$ cat src/rtl/vga_ctrl_anim_if.sv
// Video memory and display-side signals of the animated VGA controller.
// master = controller (vga_ctrl_anim), slave = video memory / display sink.
interface vga_ctrl_anim_if;
  logic [9:0]  h_addr;
  logic [8:0]  v_addr;
  logic [9:0]  offset;
  logic [23:0] vga_data;
  logic        hsync;
  logic        vsync;
  logic        valid;
  logic [7:0]  vga_r;
  logic [7:0]  vga_g;
  logic [7:0]  vga_b;

  modport master (
    output h_addr, v_addr, offset, hsync, vsync, valid, vga_r, vga_g, vga_b,
    input  vga_data
  );

  modport slave (
    input  h_addr, v_addr, offset, hsync, vsync, valid, vga_r, vga_g, vga_b,
    output vga_data
  );
endinterface

$ cat src/rtl/vga_ctrl_anim.sv
// VGA timing generator with registered colour path and a bouncing sprite offset.
// Define VGA_ANIM_BOUNCE_EN to enable the offset animation; otherwise offset is 0.
module vga_ctrl_anim #(
  parameter int H_SYNC    = 96,
  parameter int H_BACK    = 48,
  parameter int H_ACTIVE  = 640,
  parameter int H_TOTAL   = 800,
  parameter int V_SYNC    = 2,
  parameter int V_BACK    = 33,
  parameter int V_ACTIVE  = 480,
  parameter int V_TOTAL   = 525,
  parameter int FRAME_DIV = 1,
  parameter int OFF_MAX   = 352
) (
  input logic             pclk,
  input logic             rst_n,
  vga_ctrl_anim_if.master vif
);

  localparam logic [9:0] H_LO   = 10'(H_SYNC + H_BACK);
  localparam logic [9:0] H_HI   = 10'(H_SYNC + H_BACK + H_ACTIVE);
  localparam logic [9:0] V_LO   = 10'(V_SYNC + V_BACK);
  localparam logic [9:0] V_HI   = 10'(V_SYNC + V_BACK + V_ACTIVE);
  localparam logic [9:0] H_LAST = 10'(H_TOTAL - 1);
  localparam logic [9:0] V_LAST = 10'(V_TOTAL - 1);
  localparam logic [9:0] H_SW   = 10'(H_SYNC);
  localparam logic [9:0] V_SW   = 10'(V_SYNC);

  if (FRAME_DIV < 1 || FRAME_DIV > 255 || OFF_MAX < 1 || OFF_MAX > 1023) begin : g_cfg_check
    $error("vga_ctrl_anim: FRAME_DIV must be 1..255 and OFF_MAX 1..1023");
  end

  logic [9:0]  h_cnt_q, h_cnt_d;
  logic [9:0]  v_cnt_q, v_cnt_d;
  logic        h_end, v_end, active;
  logic        hsync_q, hsync_d;
  logic        vsync_q, vsync_d;
  logic        vld_p1_q, vld_p1_d;
  logic [23:0] rgb_p1_q, rgb_p1_d;

  always_comb begin
    h_end   = (h_cnt_q == H_LAST);
    v_end   = (v_cnt_q == V_LAST);
    h_cnt_d = h_end ? '0 : h_cnt_q + 10'd1;
    v_cnt_d = v_cnt_q;
    if (h_end) v_cnt_d = v_end ? '0 : v_cnt_q + 10'd1;
    active  = (h_cnt_q >= H_LO) && (h_cnt_q < H_HI) &&
              (v_cnt_q >= V_LO) && (v_cnt_q < V_HI);
    hsync_d  = (h_cnt_q >= H_SW);
    vsync_d  = (v_cnt_q >= V_SW);
    vld_p1_d = active;
    rgb_p1_d = active ? vif.vga_data : '0;
  end

  // Addresses are zero-latency so memory data lands in the same cycle.
  assign vif.h_addr = active ? h_cnt_q - H_LO : '0;
  assign vif.v_addr = active ? 9'(v_cnt_q - V_LO) : '0;

  // ---- stage p1: sync, valid and colour registered together ----
  always_ff @(posedge pclk or negedge rst_n) begin
    if (!rst_n) begin
      h_cnt_q  <= '0;
      v_cnt_q  <= '0;
      hsync_q  <= 1'b1;
      vsync_q  <= 1'b1;
      vld_p1_q <= 1'b0;
      rgb_p1_q <= '0;
    end else begin
      h_cnt_q  <= h_cnt_d;
      v_cnt_q  <= v_cnt_d;
      hsync_q  <= hsync_d;
      vsync_q  <= vsync_d;
      vld_p1_q <= vld_p1_d;
      rgb_p1_q <= rgb_p1_d;
    end
  end

  assign vif.hsync = hsync_q;
  assign vif.vsync = vsync_q;
  assign vif.valid = vld_p1_q;
  assign vif.vga_r = rgb_p1_q[23:16];
  assign vif.vga_g = rgb_p1_q[15:8];
  assign vif.vga_b = rgb_p1_q[7:0];

`ifdef VGA_ANIM_BOUNCE_EN
  typedef enum logic {UP = 1'b0, DOWN = 1'b1} dir_e;

  localparam logic [9:0] OFF_TOP   = 10'(OFF_MAX);
  localparam logic [7:0] FDIV_LAST = 8'(FRAME_DIV - 1);

  dir_e       state_q, state_d;
  logic [7:0] fdiv_q, fdiv_d;
  logic [9:0] offset_q, offset_d;
  logic       frame_end, step;

  // Turning at an end reflects immediately, so the ends are held for one step only.
  function automatic logic [9:0] step_offset(input dir_e dir, input logic [9:0] off);
    if (dir == UP) return (off < OFF_TOP) ? off + 10'd1 : off - 10'd1;
    else           return (off != '0)     ? off - 10'd1 : off + 10'd1;
  endfunction

  assign frame_end = h_end && v_end;
  assign step      = frame_end && (fdiv_q == FDIV_LAST);

  always_ff @(posedge pclk or negedge rst_n) begin
    if (!rst_n) begin
      state_q  <= UP;
      fdiv_q   <= '0;
      offset_q <= '0;
    end else begin
      state_q  <= state_d;
      fdiv_q   <= fdiv_d;
      offset_q <= offset_d;
    end
  end

  always_comb begin
    state_d = state_q;
    if (step) begin
      if (state_q == UP && offset_q == OFF_TOP) state_d = DOWN;
      if (state_q == DOWN && offset_q == '0)    state_d = UP;
    end
  end

  always_comb begin
    fdiv_d   = fdiv_q;
    offset_d = offset_q;
    if (frame_end) fdiv_d = (fdiv_q == FDIV_LAST) ? '0 : fdiv_q + 8'd1;
    if (step)      offset_d = step_offset(state_q, offset_q);
  end

  assign vif.offset = offset_q;
`else
  assign vif.offset = '0;
`endif

endmodule

$ cat src/flat_wrapper.sv
// flat-port wrapper written by rule: the top's interface ports become plain ports
module vga_ctrl_anim_flat 
#(
  parameter int H_SYNC    = 96,
  parameter int H_BACK    = 48,
  parameter int H_ACTIVE  = 640,
  parameter int H_TOTAL   = 800,
  parameter int V_SYNC    = 2,
  parameter int V_BACK    = 33,
  parameter int V_ACTIVE  = 480,
  parameter int V_TOTAL   = 525,
  parameter int FRAME_DIV = 1,
  parameter int OFF_MAX   = 352
)
  (pclk, rst_n, vif_h_addr, vif_v_addr, vif_offset, vif_hsync, vif_vsync, vif_valid, vif_vga_r, vif_vga_g, vif_vga_b, vif_vga_data);
  vga_ctrl_anim_if vif_i ();
  input logic pclk;
  input logic rst_n;
  output wire logic [$bits(vif_i.h_addr)-1:0] vif_h_addr;
  output wire logic [$bits(vif_i.v_addr)-1:0] vif_v_addr;
  output wire logic [$bits(vif_i.offset)-1:0] vif_offset;
  output wire logic [$bits(vif_i.hsync)-1:0] vif_hsync;
  output wire logic [$bits(vif_i.vsync)-1:0] vif_vsync;
  output wire logic [$bits(vif_i.valid)-1:0] vif_valid;
  output wire logic [$bits(vif_i.vga_r)-1:0] vif_vga_r;
  output wire logic [$bits(vif_i.vga_g)-1:0] vif_vga_g;
  output wire logic [$bits(vif_i.vga_b)-1:0] vif_vga_b;
  input wire logic [$bits(vif_i.vga_data)-1:0] vif_vga_data;
  assign vif_h_addr = vif_i.h_addr;
  assign vif_v_addr = vif_i.v_addr;
  assign vif_offset = vif_i.offset;
  assign vif_hsync = vif_i.hsync;
  assign vif_vsync = vif_i.vsync;
  assign vif_valid = vif_i.valid;
  assign vif_vga_r = vif_i.vga_r;
  assign vif_vga_g = vif_i.vga_g;
  assign vif_vga_b = vif_i.vga_b;
  assign vif_i.vga_data = vif_vga_data;
  vga_ctrl_anim #(.H_SYNC(H_SYNC), .H_BACK(H_BACK), .H_ACTIVE(H_ACTIVE), .H_TOTAL(H_TOTAL), .V_SYNC(V_SYNC), .V_BACK(V_BACK), .V_ACTIVE(V_ACTIVE), .V_TOTAL(V_TOTAL), .FRAME_DIV(FRAME_DIV), .OFF_MAX(OFF_MAX)) u_core (.pclk(pclk), .rst_n(rst_n), .vif(vif_i));
endmodule
$ cat config.mk
export PLATFORM = sky130hd
export DESIGN_NAME = vga_ctrl_anim_flat
export DESIGN_NICKNAME = d
export VERILOG_FILES = /design/src/rtl/vga_ctrl_anim_if.sv /design/src/rtl/vga_ctrl_anim.sv /design/src/flat_wrapper.sv
export SDC_FILE = /design/constraint.sdc
export NUM_CORES = 1
export LEC_CHECK = 0
export ABC_CLOCK_PERIOD_IN_PS = 3300
export BUFFER_PORTS_ARGS = -buffer_cell sky130_fd_sc_hd__buf_2
export CAP_MARGIN = 10
export CORE_MARGIN = 3
export CORE_UTILIZATION = 55
export DETAILED_ROUTE_END_ITERATION = 8
export HOLD_SLACK_MARGIN = 0.03
export PLACE_DENSITY = 0.85
export SYNTH_ARGS = -nofsm -noshare
export SYNTH_HDL_FRONTEND = slang
export SYNTH_SLANG_ARGS = --single-unit
$ cat constraint.sdc
create_clock -name pclk -period 3.3 [get_ports pclk]
set_input_delay 0.33 -clock pclk [delete_from_list [all_inputs] [get_ports pclk]]
set_output_delay 0.33 -clock pclk [all_outputs]
set_load 0.02 [all_outputs]
Word-level counts from Yosys, hierarchy flattened. Index checks and enable logic that the tools add are counted.

Output and inout port bits: 56. Flip-flop bits (word level): 47. Input bits: 26. Logic and storage cells: 26.

Reduce and logical (&&, ||, !) cells: 3. Add/sub/neg operators: 4. Order comparisons: 6. Equal/unequal tests: 2. Multiplexer cells: 5.

Operators with widths (count): 10-bit 2-to-1 mux (3); 24-bit 2-to-1 mux (1); 10-bit by 1-bit adder with 10-bit output, second input constant (2); 10-bit == test, second input constant (2); 10-bit less-than comparator, second input constant (2); 10-bit by 2-bit >= comparator with 1-bit output, second input constant (1); 10-bit by 6-bit >= comparator with 1-bit output, second input constant (1); 10-bit by 7-bit >= comparator with 1-bit output, second input constant (1); 10-bit by 8-bit >= comparator with 1-bit output, second input constant (1); 10-bit by 8-bit subtractor with 10-bit output, second input constant (1); 9-bit 2-to-1 mux (1); 9-bit by 6-bit subtractor with 9-bit output, second input constant (1); 1-bit logical AND (3).

Logic depth before layout (Yosys ltp). Gate-level depths: netlist of run 1.

Word-level depth: 5. Depth in mapped cells: 8.

Least setup slack after synthesis of run 1. No wires, ideal clock.

Path type: register -> output. From: register u_core.v_cnt_q[0]. To: output port vif_v_addr[4]. Data arrival time: 2.222 ns. Required time: 2.970 ns. Slack: 0.748 ns. Stages on the path, launching flop included: 7. Buffers on the path: 1. Path through: dfrtp_1 ha_1 clkbuf_1 or4_1 o21ai_2 o221ai_2 a211oi_1.

Cells in the longest elaborated chain, start to end: 4. Elaborated cells between the ends (all ways): 6. Those cells by class: add/sub (1); order compare (2); mux (1); reduce/logical (2).

Ends and longest elaborated chain: from (decl) (RTL line vga_ctrl_anim.sv:34) `logic [9:0] v_cnt_q, v_cnt_d;`; from (signal assigned) (RTL line vga_ctrl_anim.sv:70) `v_cnt_q <= v_cnt_d;`; 10-bit by 6-bit >= comparator with 1-bit output (RTL line vga_ctrl_anim.sv:48) `(v_cnt_q >= V_LO) && (v_cnt_q < V_HI);`; 1-bit logical AND (RTL line vga_ctrl_anim.sv:47) `active = (h_cnt_q >= H_LO) && (h_cnt_q < H_HI) &&`; 1-bit logical AND (RTL line vga_ctrl_anim.sv:48); 9-bit 2-to-1 mux * (RTL line vga_ctrl_anim.sv:57) `assign vif.v_addr = active ? 9'(v_cnt_q - V_LO) : '0;`; to (decl) (RTL line flat_wrapper.sv:20) `output wire logic [$bits(vif_i.v_addr)-1:0] vif_v_addr;`.

Every way passes the cells marked *; elsewhere a longest branch is shown, timed or not.

Worst setup path after layout of run 1.
From: register u_core.v_cnt_q[0]. To: output port vif_v_addr[7].

The elaborated chain is that of the path after synthesis.

==> results.md, run 1 <==
* Final Non-Filler Cells at 371
* Cells resized by post-CTS repair at 0
* I/O Buffers at 71
* Fraction of layout instances using a drive strength above 1 at 44.8%
* Seq cells post-synth at 47
* Critical path depth at 7
* Global-route total usage across every layer at 19.1%
* Synth warn at 0
* 1st-iter DRT viols at 65
* Die Ht at 76.2 um
* First-pass GRT wire length at 9070 um
* Yosys cell types at 47
* Post-Route WL at 5340 um
* WS Path Type: flip-flop to primary output
* N_diodes at 0
* Share of the synthesized area in the top cell type at 41.6%
* Initial core utilization at 59.4%
* Power density cells at 349 mW/mm^2
* Worst Path Buf+Inv at 2
* Largest delay share family, worst path: simple AND/OR/NAND/NOR gates
* Primary FF master, synth: dfrtp_1
* Crit Path Max Fanout at 15
* Min Tclk post-route at 3.02 ns
* Antenna viol nets, final at 0
* IO Pins at 82
* Async S/R FF share, synth at 100%
* TritonCTS clock tree: built
* Critical path's slowest cell: or4_1
* Pin count of the biggest net entering global routing at 48
* Clock buffer depth at 2
* Clock latency on the worst-skew pair at 0.30 ns
* Yosys top cell by area: dfrtp_1
* Mapped Area at 0.00271 sq mm
* Post-synth EDFFs at 0
* Clk_skew at 0.00261 ns
* RSZ-0062 raised after global routing: false
* Slew headroom at 32.5%
* Mapped Avg Cell Area at 11.4 sq um
* Worst IR Drop VDD at 272 uV
* Wire per inst at 14.4 um
* Clock buffer count from CTS at 5
* Initial antenna violation count at 0
* TritonRoute pass-1 iters at 4
* Vias in the first global route at 1891
* CTS root buffer: clkbuf_8
* Fin crit share at 91.4%
* Sink Count at 47
* Via density at 5.19
* Critical Path, Cell by Cell: ha_1 -> or4_1 -> o21ai_2 -> o221ai_4 -> buf_4 -> nor3_2 -> buf_2
* Total power at 1.11 mW
* Gr ovfl total at 0
* Crit path DAT at 2.69 ns
* Status: finished clean
* Met3 wire len at 357 um
* Post-Syn Instances at 237
* Die area at 0.00581 sq mm
* FF-to-FF path depth at 7
* Cts hold-fix bufs at 0
* Num rows at 24
* Critical path endpoint category: primary output
* Post-Place Cells at 363
* Post-DP HPWL at 3900 um
* H-tree levels at 2
* Post-Route M1 WL at 2500 um
* Vias at 1925
* Leakage power at 1.57 nW
* Hold Vio Cnt, Final at 0
* Sequential-to-total area share from yosys stat at 43.5%
* Tightest Hold Check Type: primary input to async pin
* RePlAce Congestion at 0.888
* Core Region at 0.00456 sq mm
* Area growth from synthesis to layout at 17.4%
* Highest Signal Layer: met4
* Slew Viols, Final at 0
* Routed length on met2 at 2420 um
* Reg2reg setup slack at 0.64 ns
* Fin Setup TNS at 0 ns
* Critical Path RT at 2.97 ns
* Worst-path clk slew at 0.08 ns
* Area contributors post-synth: dfrtp_1 (42%), nor3b_2 (11%), nor3_2 (5.5%), xnor2_1 (5.2%), ha_1 (4.2%)
* Critical path's largest stage delay at 0.48 ns
* NumNets Final at 340
* Startpoint Class: flip-flop
* Finish-stage setup viols at 0
* Worst-Margin Slew at 1.01 ns
* # DRC at 0
* Max Cap Viol at 0
* Die Wd at 76.2 um
* Highest Clock Rate at 332 MHz
* Setup bufs post-CTS at 0
-- layout by cell type (no fill, tap or decap), types with 2 or more instances in the layout --
cell type  synthesis  final
a21o_1             2      2
a21oi_1            4      4
ha_1               9      9
nor3_2            15     15
nand4_1            4      4
buf_2              5     71
and2_1             2      2
mux2_2             2      2
bufinv_16          0      2
conb_1             1     10
nor3b_2           24     24
xnor2_1           16     16
inv_1              7      7
buf_4             10      9
nand3_1            5      5
dfstp_2            2      2
a31oi_1            3      3
nor4_2             1      2
clkbuf_8           0      5
nor3b_1            4      4
and3_1             6      6
nor3_1             5      5
dfrtp_1           45     45
nor2b_1            3      3
xor2_1             5      5
o21ai_0            2      2
nand2b_1           2      2
nand2_1            9      9
nor2_1            13     13
-- stage by stage --
| stage | setup slack (ns) | area, sq um | hold WS (ns) | utilization, % |
|---|---|---|---|---|
| floorplan | 0.748 | 2740 | 0.0344 | - |
| global placement | 0.665 | 3050 | 0.461 | 66.8 |
| detailed placement | 0.606 | 3050 | 0.470 | 66.8 |
| CTS | 0.263 | 3180 | 0.235 | 69.7 |
| global route | 0.0644 | 3180 | 0.265 | 69.7 |
| finish | 0.284 | 3180 | 0.198 | 69.7 |
-- layout make-up --
type                       instances  area (sq um)
fill                             342          1380
multi-input combinational        164          1340
sequential                        47          1180
timing repair buffer              80           423
tap                               65          81.3
clock buffer                       6          72.6
clock inverter                     2          60.1
inverter                           7          26.3
-- cells in the mapped netlist (all sizes together), types with 2 or more instances --
master	number
nor2b	3
or4	2
dfstp	2
nand3	5
inv	7
xnor2	16
o21ai	3
ha	9
a21o	2
nor4	3
xor2	5
nand2	9
and2	2
nand4	4
clkbuf	3
nor2	13
nand2b	2
a31oi	3
mux2	2
nor3	21
nor3b	28
buf	25
a21oi	4
dfrtp	45
and3	6
-- final timing paths --
kind                                  endpoint               from
max                              vif_v_addr[7]  u_core.v_cnt_q[0]
min                         u_core.rgb_p1_q[0]              rst_n
max reg2reg                u_core.rgb_p1_q[23]  u_core.v_cnt_q[0]
min reg2reg                  u_core.h_cnt_q[0]  u_core.h_cnt_q[0]
max in group asynchronous    u_core.v_cnt_q[2]              rst_n
min in group pclk           u_core.rgb_p1_q[5]    vif_vga_data[5]
-- where the power goes --
group	switching, mW	internal, mW	total [mW]
clock network	0.193	0.303	0.496
logic	0.0241	0.0154	0.0395
registers	0	0.575	0.575
total	0.217	0.894	1.11
-- flip-flops by register name, summed over array words and instances (netlist names) --
name,flops
u_core.vif.vsync,1
u_core.vif.hsync,1
u_core.v_cnt_q,10
u_core.h_cnt_q,10
u_core.vif.valid,1
u_core.rgb_p1_q,24
-- cell families after synthesis --
| logic type | share of synthesized area (%) |
|---|---|
| fa+ha+maj | 4.16 |
| mux | 0.831 |
| buf+inv | 8.96 |
| compound gates | 6.33 |
| other cells | 0.138 |
| xor+xnor | 6.79 |
| flops | 43.5 |
| simple gates | 29.3 |
-- layer usage --
layer / GRT usage [%] / up-vias
met5: 0 / -
met4: 4.53 / 0
met3: 4.85 / 7
met2: 30.5 / 80
met1: 26.3 / 905
li1: - / 933
Note: power is estimated with default switching activity, not from simulation.
==> run 2, diff against run 1 <==
--- a/constraint.sdc
+++ b/constraint.sdc
@@ -3,2 +3,2 @@
 set_output_delay 0.33 -clock pclk [all_outputs]
-set_load 0.02 [all_outputs]
+set_load 0.1 [all_outputs]
==> run 2 against run 1 <==
Compared with the run above:
- via count increased by 2.8%
- highest routed layer unchanged
- count of clock-buffer cells in the layout unchanged
- critical path type unchanged
- worst hold slack gained 0.0073 ns
- sequential cell count is the same
==> results.md, run 2 (synthesized netlist as in run 1, its figures left out) <==
* Worst-path clk slew at 0.09 ns
* WS Path Type: flip-flop to primary output
* Crit Path Max Fanout at 9
* Clock power share at 35.8%
* Worst-Margin Slew at 1.00 ns
* Highest Clock Rate at 330 MHz
* Die Wd at 76.2 um
* Antenna viol nets, final at 0
* Power density cells at 292 mW/mm^2
* RePlAce Congestion at 0.876
* Vias in the first global route at 1963
* Area of the multi-input gates at 0.00144 sq mm
* # DRC at 0
* Slew Viols, Final at 0
* Num rows at 24
* Flop pwr share at 56.5%
* Critical path endpoint category: primary output
* Die area at 0.00581 sq mm
* Wire per inst at 14.7 um
* CTS root buffer: clkbuf_8
* Int Pwr at 0.762 mW
* Switch share at 25.2%
* Worst IR Drop VDD at 180 uV
* Post-Place Cells at 363
* First-pass GRT wire length at 9450 um
* Gate power share at 7.7%
* Initial antenna violation count at 0
* Clock latency on the worst-skew pair at 0.29 ns
* FF+latch area at 0.00118 sq mm
* Min Tclk post-route at 3.03 ns
* Fraction of layout instances using a drive strength above 1 at 46.3%
* Setup bufs post-CTS at 0
* Die Ht at 76.2 um
* Startpoint Class: flip-flop
* Regs by FF count: u_core.rgb_p1_q (24), u_core.h_cnt_q (10), u_core.v_cnt_q (10)
* Finish-stage setup viols at 0
* N_diodes at 0
* H-tree levels at 2
* Fin crit share at 91.7%
* Global-route total usage across every layer at 19.8%
* Critical Path RT at 2.97 ns
* Slew headroom at 33.3%
* Reg2reg setup slack at 0.96 ns
* NetSw at 0.256 mW
* Tightest Hold Check Type: primary input to async pin
* Post-Route WL at 5520 um
* Clock buffer depth at 2
* Max Cap Viol at 0
* Leakage power at 1.73 nW
* Clock buffer count from CTS at 5
* Final Non-Filler Cells at 376
* Top reg by flops: u_core.rgb_p1_q
* Gr ovfl total at 0
* Commonest non-fill, non-tap cell in the layout: buf_2
* Fin Setup TNS at 0 ns
* Total power at 1.02 mW
* RSZ-0062 raised after global routing: false
* Hold Vio Cnt, Final at 0
* TritonRoute pass-1 iters at 4
* Most frequent cells in the layout: buf_2 (59), dfrtp_1 (45), nor3b_2 (23), xnor2_1 (16), nor3_4 (15)
* Post-DP HPWL at 3950 um
* Max FFs per register at 24
* NumNets Final at 345
* Clk_skew at 0.00626 ns
* Worst-case hold slack at 0.205 ns
* TritonCTS clock tree: built
* Sink Count at 47
* Via density at 5.26
* IO Pins at 82
* Initial core utilization at 59.4%
* Pin count of the biggest net entering global routing at 48
* I/O Buffers at 71
* Status: finished clean
* Area growth from synthesis to layout at 28.8%
* 1st-iter DRT viols at 68
* Cells resized by post-CTS repair at 0
* Core Region at 0.00456 sq mm
* Cts hold-fix bufs at 0
* Vias at 1979
* Crit path DAT at 2.70 ns
* Fillers at 302
## run 2: cell types whose count changed in the layout (fill, tap and decap cells not counted), moves of 2 or more
cell,previous run,this run
bufinv_16,2,0
buf_12,0,14
buf_4,9,12
nor3_4,1,15
nor3_2,15,1
buf_2,71,59
## run 2: final timing paths
path,startpoint,to,depth (start not counted)
min in group pclk,vif_vga_data[14],u_core.rgb_p1_q[14],2
worst min-delay path,rst_n,u_core.rgb_p1_q[0],1
worst min register to register,u_core.h_cnt_q[0],u_core.h_cnt_q[0],1
max in group asynchronous,rst_n,u_core.v_cnt_q[1],1
worst max register to register,u_core.h_cnt_q[4],u_core.rgb_p1_q[23],8
worst max-delay path,u_core.v_cnt_q[0],vif_v_addr[8],7
## run 2: area by class of cell
class | instances | share of cell area, %
repair buffers | 85 | 19.1
clock inverters | 2 | 0.466
inverters | 7 | 0.753
flip-flops and latches | 47 | 33.8
well taps | 65 | 2.33
clock buffers | 6 | 2.37
multi-input cells | 164 | 41.2
## run 2: metrics by stage
step                      utilization, %  cell area, sq um  setup WS (ns)
after floorplan                        -              2840         -0.931
after global placement              73.2              3340          0.499
after detailed placement            73.2              3340          0.418
after CTS                           75.4              3440         0.0641
after global routing                76.5              3490          0.140
final                               76.5              3490          0.274
## run 2: power groups by stage
stage / Sequential [mW] / Clock [mW] / Combinational, mW
after global placement: 0.587 / 0 / 0.0787
after CTS: 0.575 / 0.370 / 0.0793
after detailed placement: 0.587 / 0 / 0.0792
after global routing: 0.576 / 0.404 / 0.0830
final: 0.575 / 0.364 / 0.0786
after floorplan: 0.587 / 0 / 0.0638
## run 2: routing by layer
layer	global-route usage (%)	wire, um
met5	0	0
met4	4.71	59
met3	5.08	376
met2	33.1	2680
met1	26.0	2410
## run 2: worst max-delay path, stage by stage (launching register included)
cell and delay (ns):
dfrtp_1 0.47, ha_1 0.24, or4_1 0.46, o21ai_2 0.21
o221ai_4 0.20, buf_12 0.21, nor3_4 0.14, buf_2 0.45
